--- src/rtl/dp_ram_pkg.sv ---
// Shared types and the lane-merge helper for the dual-port RAM.
package dp_ram_pkg;

    localparam int MERGE_W = 256;

    typedef enum logic [1:0] {
        RDW_READ_FIRST  = 2'd0,
        RDW_WRITE_FIRST = 2'd1,
        RDW_NO_CHANGE   = 2'd2
    } rdw_mode_e;

    typedef enum logic {
        ST_CLEAR = 1'b0,
        ST_READY = 1'b1
    } state_e;

    // Callers zero-extend into MERGE_W and truncate the result back.
    function automatic logic [MERGE_W-1:0] byte_merge(
        input logic [MERGE_W-1:0] old_w,
        input logic [MERGE_W-1:0] new_w,
        input logic [MERGE_W-1:0] be,
        input int                 byte_w
    );
        logic [MERGE_W-1:0] res;
        res = old_w;
        for (int i = 0; i < MERGE_W; i++) begin
            if (be[8'(i / byte_w)]) res[i] = new_w[i];
        end
        return res;
    endfunction

endpackage

--- src/rtl/dp_ram_rport.sv ---
// Per-port read path: read-during-write selection, optional
// output stage and the read-valid strobe.
module dp_ram_rport
    import dp_ram_pkg::*;
#(
    parameter int WIDTH    = 16,
    parameter int RDW_MODE = 0,
    parameter int OUT_REG  = 0
) (
    input  logic             clk,
    input  logic             rst,
    input  logic             en,
    input  logic             rden,
    input  logic             wren,
    input  logic [WIDTH-1:0] old_word,
    input  logic [WIDTH-1:0] new_word,
    output logic [WIDTH-1:0] rdata,
    output logic             rvalid
);

    localparam bit WF = (RDW_MODE == int'(RDW_WRITE_FIRST));
    localparam bit NC = (RDW_MODE == int'(RDW_NO_CHANGE));

    logic             rd_fire;
    logic [WIDTH-1:0] rd_word;
    logic [WIDTH-1:0] s1_data_q, s1_data_d;
    logic             s1_valid_q, s1_valid_d;

    always_comb begin
        rd_fire = en & rden;
        if (NC && wren) rd_fire = 1'b0;
        rd_word = old_word;
        if (WF && wren) rd_word = new_word;
        s1_data_d  = s1_data_q;
        s1_valid_d = rd_fire;
        if (rd_fire) s1_data_d = rd_word;
    end

    always_ff @(posedge clk) begin
        if (rst) begin
            s1_data_q  <= '0;
            s1_valid_q <= 1'b0;
        end else begin
            s1_data_q  <= s1_data_d;
            s1_valid_q <= s1_valid_d;
        end
    end

    generate
        if (OUT_REG != 0) begin : g_oreg
            logic [WIDTH-1:0] s2_data_q, s2_data_d;
            logic             s2_valid_q, s2_valid_d;

            always_comb begin
                s2_data_d  = s2_data_q;
                s2_valid_d = s1_valid_q;
                if (s1_valid_q) s2_data_d = s1_data_q;
            end

            always_ff @(posedge clk) begin
                if (rst) begin
                    s2_data_q  <= '0;
                    s2_valid_q <= 1'b0;
                end else begin
                    s2_data_q  <= s2_data_d;
                    s2_valid_q <= s2_valid_d;
                end
            end

            assign rdata  = s2_data_q;
            assign rvalid = s2_valid_q;
        end else begin : g_noreg
            assign rdata  = s1_data_q;
            assign rvalid = s1_valid_q;
        end
    endgenerate

endmodule

--- src/rtl/dp_ram_rdw.sv ---
// True dual-port RAM with byte enables, read-during-write modes
// and a reset-driven clear sweep.
module dp_ram_rdw
    import dp_ram_pkg::*;
#(
    parameter int               ABITS    = 4,
    parameter int               WIDTH    = 16,
    parameter int               BYTE_W   = 8,
    parameter int               RDW_MODE = 0,
    parameter int               OUT_REG  = 0,
    parameter logic [WIDTH-1:0] INIT_VAL = '0
) (
    input  logic                      clk,
    input  logic                      rst,
    output logic                      init_busy,
    input  logic                      wren_a,
    input  logic                      rden_a,
    input  logic [WIDTH/BYTE_W-1:0]   be_a,
    input  logic [ABITS-1:0]          addr_a,
    input  logic [WIDTH-1:0]          wdata_a,
    output logic [WIDTH-1:0]          rdata_a,
    output logic                      rvalid_a,
    input  logic                      wren_b,
    input  logic                      rden_b,
    input  logic [WIDTH/BYTE_W-1:0]   be_b,
    input  logic [ABITS-1:0]          addr_b,
    input  logic [WIDTH-1:0]          wdata_b,
    output logic [WIDTH-1:0]          rdata_b,
    output logic                      rvalid_b
);

    localparam int DEPTH = 2 ** ABITS;
    localparam int NB    = WIDTH / BYTE_W;
    localparam int CW    = ABITS + 1;

    state_e           state_q, state_d;
    logic [CW-1:0]    cnt_q, cnt_d;
    logic [WIDTH-1:0] mem_q [DEPTH];

    logic             ready, clr_en;
    logic             we_a, we_b, collide, wr_b_en;
    logic [WIDTH-1:0] old_a, old_b, new_a, new_b, wr_a_word;

    function automatic logic [WIDTH-1:0] merge(
        input logic [WIDTH-1:0] o,
        input logic [WIDTH-1:0] n,
        input logic [NB-1:0]    be
    );
        return WIDTH'(byte_merge(MERGE_W'(o), MERGE_W'(n),
                                 MERGE_W'(be), BYTE_W));
    endfunction

    always_comb begin
        state_d = state_q;
        cnt_d   = cnt_q;
        if (state_q == ST_CLEAR) begin
            cnt_d = cnt_q + 1'b1;
            if (cnt_q == CW'(DEPTH - 1)) state_d = ST_READY;
        end
    end

    always_ff @(posedge clk) begin
        if (rst) begin
            state_q <= ST_CLEAR;
            cnt_q   <= '0;
        end else begin
            state_q <= state_d;
            cnt_q   <= cnt_d;
        end
    end

    assign init_busy = (state_q == ST_CLEAR);

    // On a same-address double write, port A carries the combined word.
    always_comb begin
        ready     = (state_q == ST_READY) && !rst;
        clr_en    = (state_q == ST_CLEAR) && !rst;
        we_a      = ready & wren_a;
        we_b      = ready & wren_b;
        old_a     = mem_q[addr_a];
        old_b     = mem_q[addr_b];
        new_a     = merge(old_a, wdata_a, be_a);
        new_b     = merge(old_b, wdata_b, be_b);
        collide   = we_a & we_b & (addr_a == addr_b);
        wr_a_word = collide ? merge(new_b, wdata_a, be_a) : new_a;
        wr_b_en   = we_b & !collide;
    end

    always_ff @(posedge clk) begin
        if (clr_en) mem_q[cnt_q[ABITS-1:0]] <= INIT_VAL;
        if (we_a) mem_q[addr_a] <= wr_a_word;
        if (wr_b_en) mem_q[addr_b] <= new_b;
    end

    dp_ram_rport #(
        .WIDTH    (WIDTH),
        .RDW_MODE (RDW_MODE),
        .OUT_REG  (OUT_REG)
    ) u_rport_a (
        .clk      (clk),
        .rst      (rst),
        .en       (ready),
        .rden     (rden_a),
        .wren     (we_a),
        .old_word (old_a),
        .new_word (new_a),
        .rdata    (rdata_a),
        .rvalid   (rvalid_a)
    );

    dp_ram_rport #(
        .WIDTH    (WIDTH),
        .RDW_MODE (RDW_MODE),
        .OUT_REG  (OUT_REG)
    ) u_rport_b (
        .clk      (clk),
        .rst      (rst),
        .en       (ready),
        .rden     (rden_b),
        .wren     (we_b),
        .old_word (old_b),
        .new_word (new_b),
        .rdata    (rdata_b),
        .rvalid   (rvalid_b)
    );

endmodule

--- config.mk ---
export PLATFORM = sky130hd
export DESIGN_NAME = dp_ram_rdw
export DESIGN_NICKNAME = d
export VERILOG_FILES = /design/src/rtl/dp_ram_pkg.sv /design/src/rtl/dp_ram_rport.sv /design/src/rtl/dp_ram_rdw.sv
export SDC_FILE = /design/constraint.sdc
export NUM_CORES = 1
export LEC_CHECK = 0
export BUFFER_PORTS_ARGS = -buffer_cell sky130_fd_sc_hd__buf_2
export CELL_PAD_IN_SITES_DETAIL_PLACEMENT = 0
export CELL_PAD_IN_SITES_GLOBAL_PLACEMENT = 1
export CORE_ASPECT_RATIO = 0.8
export CORE_MARGIN = 8
export CORE_UTILIZATION = 51
export DETAILED_ROUTE_END_ITERATION = 8
export GPL_TIMING_DRIVEN = 0
export PLACE_DENSITY_LB_ADDON = 0.1
export SKIP_CTS_REPAIR_TIMING = 1
export SLEW_MARGIN = 5
export SYNTH_ARGS = -nofsm -noshare
export SYNTH_HDL_FRONTEND = slang
export SYNTH_SLANG_ARGS = --single-unit
export TNS_END_PERCENT = 30
--- constraint.sdc ---
create_clock -name clk -period 4.1 [get_ports clk]
set_input_delay 0.41 -clock clk [delete_from_list [all_inputs] [get_ports clk]]
set_output_delay 0.41 -clock clk [all_outputs]
set_load 0.01 [all_outputs]
==> flow_metrics.tcl, run 1 <==
set metrics [dict create \
    htreeDepth 1 \
    power_density_mw_per_mm2 338 \
    arrival_ps 3960 \
    io_pins 85 \
    path_class "reg -> reg" \
    fin_cells 2200 \
    crit_required_ps 4540 \
    dp_cells 2143 \
    syn_to_final_growth_pct 11.5 \
    num_rows 62 \
    timing.final.crit_share 0.860 \
    drt_iter0_markers 2082 \
    gr-total-overflow 0 \
    finalHoldViolCount 0 \
    wl_per_cell_um 32.8 \
    ys_types 62 \
    fin_skew_ps 22.0 \
    port_buffers 78 \
    synth_edf_count 256 \
    grt_max_degree 17 \
    antenna_found_initial 0 \
    mostFrequentLayoutCells "256 x edfxtp_1, 190 x o21ai_0, 160 x o221ai_1, 125 x buf_2, 100 x mux2i_1" \
    vias 16000 \
    dpl-instance-area_mm2 0.0199 \
    fillers 2998 \
    setup_violations 0 \
    slew_headroom 0.101 \
    synthesis.instances 1577 \
    finalPower_mw 7.06 \
    cts_tree "built" \
    peakVddDrop_mv 0.343 \
    tightest_slew_ps 1350 \
    fmax_ghz 0.284 \
    dp_slack_ps 401 \
    start_util 0.519 \
    track_usage 0.324 \
    finalSetupTns_ps 0 \
    worst_hold_path_type "in -> reg" \
    layout_commonest_cell "edfxtp_1" \
    final_cell_area_mm2 0.0209 \
    cellLeakagePower_nw 7.31 \
    drv_slew 0 \
    syn_nets 1629 \
    seq_area_frac_synth 0.453 \
    avgSynthCellArea_um2 11.9 \
    clockBufferDepth 3 \
    synth_area_mm2 0.0187 \
    grt_pass1_vias 15100 \
    die_w_um 230 \
    cp-start-kind "register" \
    synth_top_flop_cell "edfxtp_1" \
    drc 0 \
    cap_violations 0 \
    ys_ff_latch 296 \
    multiInputGateArea_mm2 0.00907 \
    layout_setup_ws_ps 575 \
    dr.pass1.iters 6 \
    cts_buffers 31 \
    clk_pin_slew_worst_paths_ps 60 \
    worst_skew_pair.late_latency_ps 600 \
    end_kind "register" \
    antenna_cells 0 \
    dp_hpwl_um 58500 \
    core_area_mm2 0.0361 \
    status "finished, final reports clean" \
    register_area_mm2 0.00849 \
    dieHeight_um 187 \
    hold_slack_ps 299 \
    postRouteAntennaNets 0 \
    drt-total-wl_um 72200 \
    fin_crit_ps 3530 \
    drive_above_1_share 0.238 \
    layout.nets 1748 \
    via_per_inst 7.28 \
    clock_sinks 296 \
    yosysWarningCount 0 \
    dieArea_mm2 0.0432 \
    critPathMaxFanout 10 \
    cts_root_buf "clkbuf_16" \
    grt_pass1_wl_um 104000 \
    rsz0062_at_grt "false" \
    synth_async_sr_flop_share 0 \
    routabilityCongestion 1.06 \
    ff2ff_setup_slack_ps 570 \
    post-route-util 0.579 \
]
[Yosys cell counts (4+ instances only)]
cell type    n  area, um2
mux4_2      98       2210
buf_12       5        100
o22ai_1     80        500
buf_6       26        293
nand2b_1     6       37.5
mux2i_1    100       1000
a222oi_1    11        110
xnor2_1      4       35.0
nand3b_1    33        248
a21o_1       5       37.5
mux2i_4      4       90.1
clkbuf_1    63        236
a31oi_1      5       31.3
mux2_2      11        124
o21a_2      10       87.6
nor2b_1      8       50.1
o21ai_1     23        115
clkbuf_2    10       50.1
buf_2       47        235
a22oi_1     11       82.6
dfxtp_1     40        801
a21oi_1     32        160
nor3_1      18       90.1
and2_1       4       25.0
nor3_2      11        110
a221oi_1    23        201
o21ai_0    206       1030
o221ai_1   160       1400
buf_4       21        158
buf_8        4       60.1
nand3_1     54        270
and3_1       6       37.5
edfxtp_1   256       7690
a221oi_2     7        105
nor2_1      57        214
nand2_1     55        206
buf_1        6       22.5
inv_1       21       78.8
[state kept, by name (all words and copies together) (netlist names)]
signal            count
mem_q               256
u_rport_a.rdata      16
u_rport_b.rdata      16
cnt_q                 5
state_q               1
u_rport_a.rvalid      1
u_rport_b.rvalid      1
[where the power goes]
group / internal [mW] / total, mW / switching (mW)
clock: 1.57 / 2.84 / 1.27
combinational: 0.323 / 0.937 / 0.615
sequential: 3.26 / 3.28 / 0.0184
total: 5.15 / 7.06 / 1.91
[worst max-delay path, cell delays in order (launching register included)]
cell	delay, ps
dfxtp_1	540
and3b_1	210
clkbuf_1	300
nand2b_1	120
buf_2	200
nor3_2	1010
clkbuf_1	570
nor2_1	220
o22ai_1	190
[cell type report]
cell class | instances | area share
Multi-Input combinational cell | 1077 | 0.434
Clock buffer | 36 | 0.0380
Timing Repair Buffer | 86 | 0.0244
Sequential cell | 296 | 0.406
Tap cell | 480 | 0.0288
Clock inverter | 21 | 0.00881
Buffer | 182 | 0.0553
Inverter | 22 | 0.00395
[metal layers]
metal  vias to the layer above  GRT usage  part of all wire
met5                         -          0                 0
met4                         0     0.0830             0.028
met3                       108      0.147              0.17
met2                      1251      0.459              0.41
met1                      7862      0.447              0.39
li1                       6789          -                 -
[logic make-up after synthesis]
kind of cell,share of synthesized area
multiplexers,0.184
AND/OR/NAND/NOR,0.0768
adder cells (fa/ha/maj),0.00134
flip-flops,0.453
XOR/XNOR,0.00327
buffers and inverters,0.0660
AO/OA/AOI/OAI,0.215
[path summary, 6_finish.rpt]
kind / from / to / depth (start not counted)
max: state_q / mem_q[13][10] / 8
min: wdata_b[1] / mem_q[2][1] / 3
min reg2reg: u_rport_b.rdata[15] / u_rport_b.rdata[15] / 2
max reg2reg: state_q / mem_q[13][10] / 8
Note: power is estimated with default switching activity, not from simulation.
==> inputs of run 2 (changes only) <==
Settings changed: ABC_AREA from default to 1, CORE_UTILIZATION 51 to 46.
==> run 2 against run 1 <==
Compared with the run above:
- register-to-register slack better by 330 ps
- via count is 36% higher
- die area is 18% higher
- combinational power is 18% higher
- non-clock buffer count is 35 higher
- global-route usage is 3.7 points higher
- final cell count is 70% higher
- worst setup slack better by 330 ps
- clock skew hardly changed
- final area is 9.0% higher
- critical endpoint is now mem_q[6][13]
- highest routed layer unchanged
==> flow_metrics.tcl, run 2 <==
set metrics [dict create \
    status "finished, final reports clean" \
    ys_top_cells_by_area "edfxtp_1 38%, nand2_1 29%, nand3_1 12%" \
    cts_root_buf "clkbuf_16" \
    synth_edf_count 256 \
    dp_cells 3667 \
    highest-signal-layer "met4" \
    start_util 0.468 \
    htreeDepth 2 \
    seq_area_frac_synth 0.420 \
    critPathMaxFanout 16 \
    wl_met3_um 15200 \
    finalPower_mw 7.66 \
    antenna_found_initial 2 \
    clk_pin_slew_worst_paths_ps 60 \
    drt-total-wl_um 94800 \
    cts_buffers 35 \
    peakVddDrop_mv 0.303 \
    avgSynthCellArea_um2 6.71 \
    drc 0 \
    synth.most_common_cell "nand2_1" \
    routabilityCongestion 1.01 \
    syn_to_final_growth_pct 12.5 \
    fin_skew_ps 22.5 \
    ys_types 30 \
    power.switching_mw 2.27 \
    fin_cells 3730 \
    dp_hpwl_um 73200 \
    grt_pass1_wl_um 135000 \
    slew_headroom 0.183 \
    cp_common_cell "inv_1" \
    reg2regPathDepth 11 \
    path_class "reg -> reg" \
    drv_slew 0 \
    dp_slack_ps 643 \
    worst_skew_pair.late_latency_ps 560 \
    layout.nets 3196 \
    drive_above_1_share 0.123 \
    regMostFlops "mem_q" \
    end_kind "register" \
    io_pins 85 \
    worst-path-buf-inv 5 \
    die_w_um 250 \
    max_stage_delay_ps 770 \
    cts_tree "built" \
    path_cells "inv_2 -> nor2_2 -> inv_1 -> nor2_1 -> buf_4 -> nand2_1 -> o21ai_0 -> inv_1 -> nor2_1 -> inv_1 -> o21ai_2" \
    worst_hold_path_type "in -> reg" \
    worst_hold_path.num_cells 3 \
    multiInputGateArea_mm2 0.00971 \
    clock_power_share 0.427 \
    synthesis.instances 3014 \
    syn_nets 3066 \
    synth_area_leader_cell "edfxtp_1" \
    dr.pass1.iters 8 \
    synth_commonest_cells "1541 x nand2_1, 482 x nand3_1, 256 x edfxtp_1" \
    hold_slack_ps 81.4 \
    core_area_mm2 0.0432 \
    fmax_ghz 0.313 \
    postRouteAntennaNets 0 \
    drt_iter0_markers 3310 \
    wl_met1_um 39200 \
    via_per_inst 5.85 \
    tightest_slew_ps 1230 \
    fillers 4297 \
    cap_violations 0 \
    antenna_cells 0 \
    finalSetupTns_ps 0 \
    track_usage 0.361 \
    critPathTopFamily "compound AO/OA/AOI/OAI gates" \
    yosysWarningCount 0 \
    rsz0062_at_grt "false" \
    slowest_stage "o21ai_2" \
    largest_reg_flops 256 \
    arrival_ps 3370 \
    gr-total-overflow 0 \
    synth_top_area_share 0.380 \
    synth_async_sr_flop_share 0 \
    port_buffers 80 \
    power_density_mw_per_mm2 337 \
    layout_commonest_cell "nand2_1" \
    vias 21800 \
    ys_ff_latch 296 \
    cellLeakagePower_nw 11.7 \
    num_rows 68 \
    synth_area_mm2 0.0202 \
    cp-start-kind "register" \
    finalHoldViolCount 0 \
    met2_length_um 36700 \
    wl_per_cell_um 25.4 \
    fin_crit_ps 3190 \
    combPwrFrac 0.145 \
    register_area_mm2 0.00849 \
    p_int_mw 5.39 \
    crit_required_ps 4270 \
    cp.depth 11 \
    seqPwrFrac 0.428 \
    mostFrequentLayoutCells "1541 x nand2_1, 482 x nand3_1, 256 x edfxtp_1, 239 x inv_1, 169 x buf_2" \
    dieArea_mm2 0.0510 \
    dieHeight_um 204 \
    setup_violations 0 \
    synth_top_flop_cell "edfxtp_1" \
    timing.final.crit_share 0.779 \
    clock_sinks 296 \
    grt_pass1_vias 19600 \
    sw_frac_of_total 0.296 \
    layout_setup_ws_ps 907 \
    grt_max_degree 17 \
    clockBufferDepth 3 \
]
==> run 2: cell families (layout without fill, tap and decap cells) <==
group	after synthesis	in the layout	share of synthesized area
adder cells (fa/ha/maj)	2	2	0.00124
flip-flops	296	296	0.420
AO/OA/AOI/OAI	123	123	0.0368
buffers and inverters	471	627	0.104
AND/OR/NAND/NOR	2122	2122	0.438
==> run 2: layout make-up <==
class	instances	share of cell area
multi-input combinational	2247	0.426
timing repair buffer	93	0.0262
inverter	261	0.0432
clock buffer	47	0.0451
buffer	210	0.0494
clock inverter	16	0.00588
sequential	296	0.373
tap	560	0.0308
==> run 2: path summary, 6_finish.rpt <==
path / from / to / slack [ps]
worst max-delay path: state_q / mem_q[6][13] / 910
worst max register to register: state_q / mem_q[6][13] / 910
worst min register to register: u_rport_b.rdata[11] / u_rport_b.rdata[11] / 480
worst min-delay path: rden_b / u_rport_b.rvalid / 80
==> run 2: through the flow <==
step,util,instance area [um2]
2_1_floorplan,-,20200
3_3_place_gp,0.493,21300
3_5_place_dp,0.500,21600
4_1_cts,0.527,22800
5_1_grt,0.527,22800
6_report,0.527,22800
==> run 2: metal layers <==
metal | track usage | up-vias
li1 | - | 9815
met1 | 0.527 | 10200
met2 | 0.493 | 1642
met3 | 0.111 | 198
met4 | 0.133 | 0
met5 | 0 | -
==> run 2: worst min-delay path, cell delays in order <==
cell    delay (ps)
buf_2           90
inv_1           40
nor2_1          40
==> run 2: power groups by stage <==
stage          Sequential (mW)  Clock [mW]  Combinational (mW)
2_1_floorplan             3.34           0               0.565
3_3_place_gp              3.35           0                1.04
3_5_place_dp              3.34           0                1.05
4_1_cts                   3.28        3.26                1.06
5_1_grt                   3.28        3.38                1.14
6_report                  3.28        3.27                1.11
==> inputs of run 3 (changes only) <==
Clock period 4.1 ns to 3.2 ns, I/O delays scaled along.
==> run 3 against run 2 <==
Compared with the run above:
- the flow now finishes with violations (hold timing)
- worst hold slack worse by 90 ps
- sequential share of layout area about the same
- wire length about the same
- maximum frequency is 2.1% higher
- largest cell class unchanged
==> flow_metrics.tcl, run 3 (same netlist as run 2, synthesis figures left out) <==
set metrics [dict create \
    status "finished, violations left" \
    failed_checks "hold timing" \
    vias 21700 \
    die_w_um 250 \
    finalHoldViolCount 1 \
    slowest_stage "o31ai_4" \
    clock_sinks 296 \
    cts_tree "built" \
    hold_slack_ps -8.95 \
    crit_required_ps 3380 \
    cts_root_buf "clkbuf_16" \
    finalPower_mw 9.82 \
    fin_cells 3730 \
    cts_buffers 35 \
    routabilityCongestion 1.01 \
    slew_headroom 0.182 \
    drt-total-wl_um 94800 \
    cellLeakagePower_nw 11.7 \
    worstHoldStart "rden_b" \
    setup_violations 0 \
    arrival_ps 3310 \
    drc 0 \
    io_pins 85 \
    antenna_cells 0 \
    dp_hpwl_um 73200 \
    dp_cells 3667 \
    wl_per_cell_um 25.4 \
    multiInputGateArea_mm2 0.00972 \
    grt_pass1_wl_um 135000 \
    critPathMaxFanout 16 \
    clockBufferDepth 3 \
    r2r-start "state_q" \
    largest_reg_flops 256 \
    finalSetupTns_ps 0 \
    path_class "reg -> reg" \
    layout.nets 3196 \
    peakVddDrop_mv 0.390 \
    reg2reg_to "mem_q[15][4]" \
    fin_skew_ps 22.6 \
    path_cells "inv_2 -> nor2_2 -> inv_1 -> nor2_1 -> buf_4 -> o21ai_0 -> nor2_1 -> inv_1 -> o31ai_4" \
    htreeDepth 2 \
    antenna_found_initial 2 \
    max_stage_delay_ps 860 \
    core_area_mm2 0.0432 \
    fin_crit_ps 3130 \
    register_area_mm2 0.00849 \
    start_util 0.468 \
    grt_max_degree 17 \
    syn_to_final_growth_pct 12.6 \
    dieHeight_um 204 \
    postRouteAntennaNets 0 \
    rsz0062_at_grt "true" \
    gr-total-overflow 0 \
    dp_slack_ps -167 \
    worst_hold_path_type "in -> reg" \
    hold_end "u_rport_b.rvalid" \
    worst_hold_path.num_cells 3 \
    end_kind "register" \
    fmax_ghz 0.320 \
    cp-start-kind "register" \
    dr.pass1.iters 6 \
    power_density_mw_per_mm2 431 \
    reg2regPathDepth 9 \
    worst_skew_pair.late_latency_ps 560 \
    ff2ff_setup_slack_ps 70 \
    track_usage 0.361 \
    layout_commonest_cell "nand2_1" \
    drv_slew 0 \
    regMostFlops "mem_q" \
    post-route-util 0.527 \
    via_per_inst 5.82 \
    drt_iter0_markers 3357 \
    dieArea_mm2 0.0510 \
    num_rows 68 \
    fillers 4293 \
    port_buffers 80 \
    drive_above_1_share 0.123 \
    clk_pin_slew_worst_paths_ps 60 \
    layout_setup_ws_ps 72.1 \
    cap_violations 0 \
    tightest_slew_ps 1230 \
    mostFrequentLayoutCells "1541 x nand2_1, 482 x nand3_1, 256 x edfxtp_1, 239 x inv_1, 169 x buf_2" \
    timing.final.crit_share 0.977 \
    grt_pass1_vias 19600 \
]
[run 3: how the worst max path moves through the flow]
stage | cells past startpoint | endpoint | from | slack [ps]
detailed placement | 13 | mem_q[11][3] | addr_a[0] | -170
floorplan | 9 | mem_q[11][0] | state_q | 210
CTS | 11 | mem_q[6][13] | state_q | 140
finish | 9 | mem_q[15][4] | state_q | 70
global route | 10 | mem_q[15][3] | state_q | -90
global placement | 7 | mem_q[2][2] | addr_a[2] | -1860
[run 3: cell type report]
cell class                 count  area share
timing repair buffer          93      0.0262
inverter                     261      0.0431
buffer                       210      0.0494
tap                          560      0.0308
multi-input combinational   2247       0.427
sequential                   296       0.373
clock inverter                16     0.00588
clock buffer                  47      0.0451
[run 3: per-layer routing]
layer | part of all wire | vias to the layer above | GRT usage | routed length (um)
met1 | 0.41 | 10100 | 0.527 | 38900
met5 | 0 | - | 0 | 0
met2 | 0.39 | 1585 | 0.493 | 36800
met4 | 0.038 | 0 | 0.133 | 3610
li1 | - | 9809 | - | -
met3 | 0.16 | 183 | 0.111 | 15500
[run 3: report_power, final]
group | internal (mW) | switching [mW] | leakage (nW)
logic | 0.306 | 1.11 | 8.17
clock network | 2.42 | 1.78 | 0.568
registers | 4.18 | 0.0215 | 2.94
[run 3: metrics by stage]
step	hold WS (ps)	instance area, um2
floorplan	392	20200
detailed placement	472	21600
global route	25.3	22800
CTS	-26.9	22800
global placement	464	21300
finish	-8.95	22800
[run 3: worst max-delay path, delay by kind of cell (launching register included)]
family / cells / cell delay, ps
AOI/OAI and AO/OA: 2 / 1050
DFF: 1 / 420
and+or+nand+nor: 3 / 520
buffers and inverters: 4 / 740
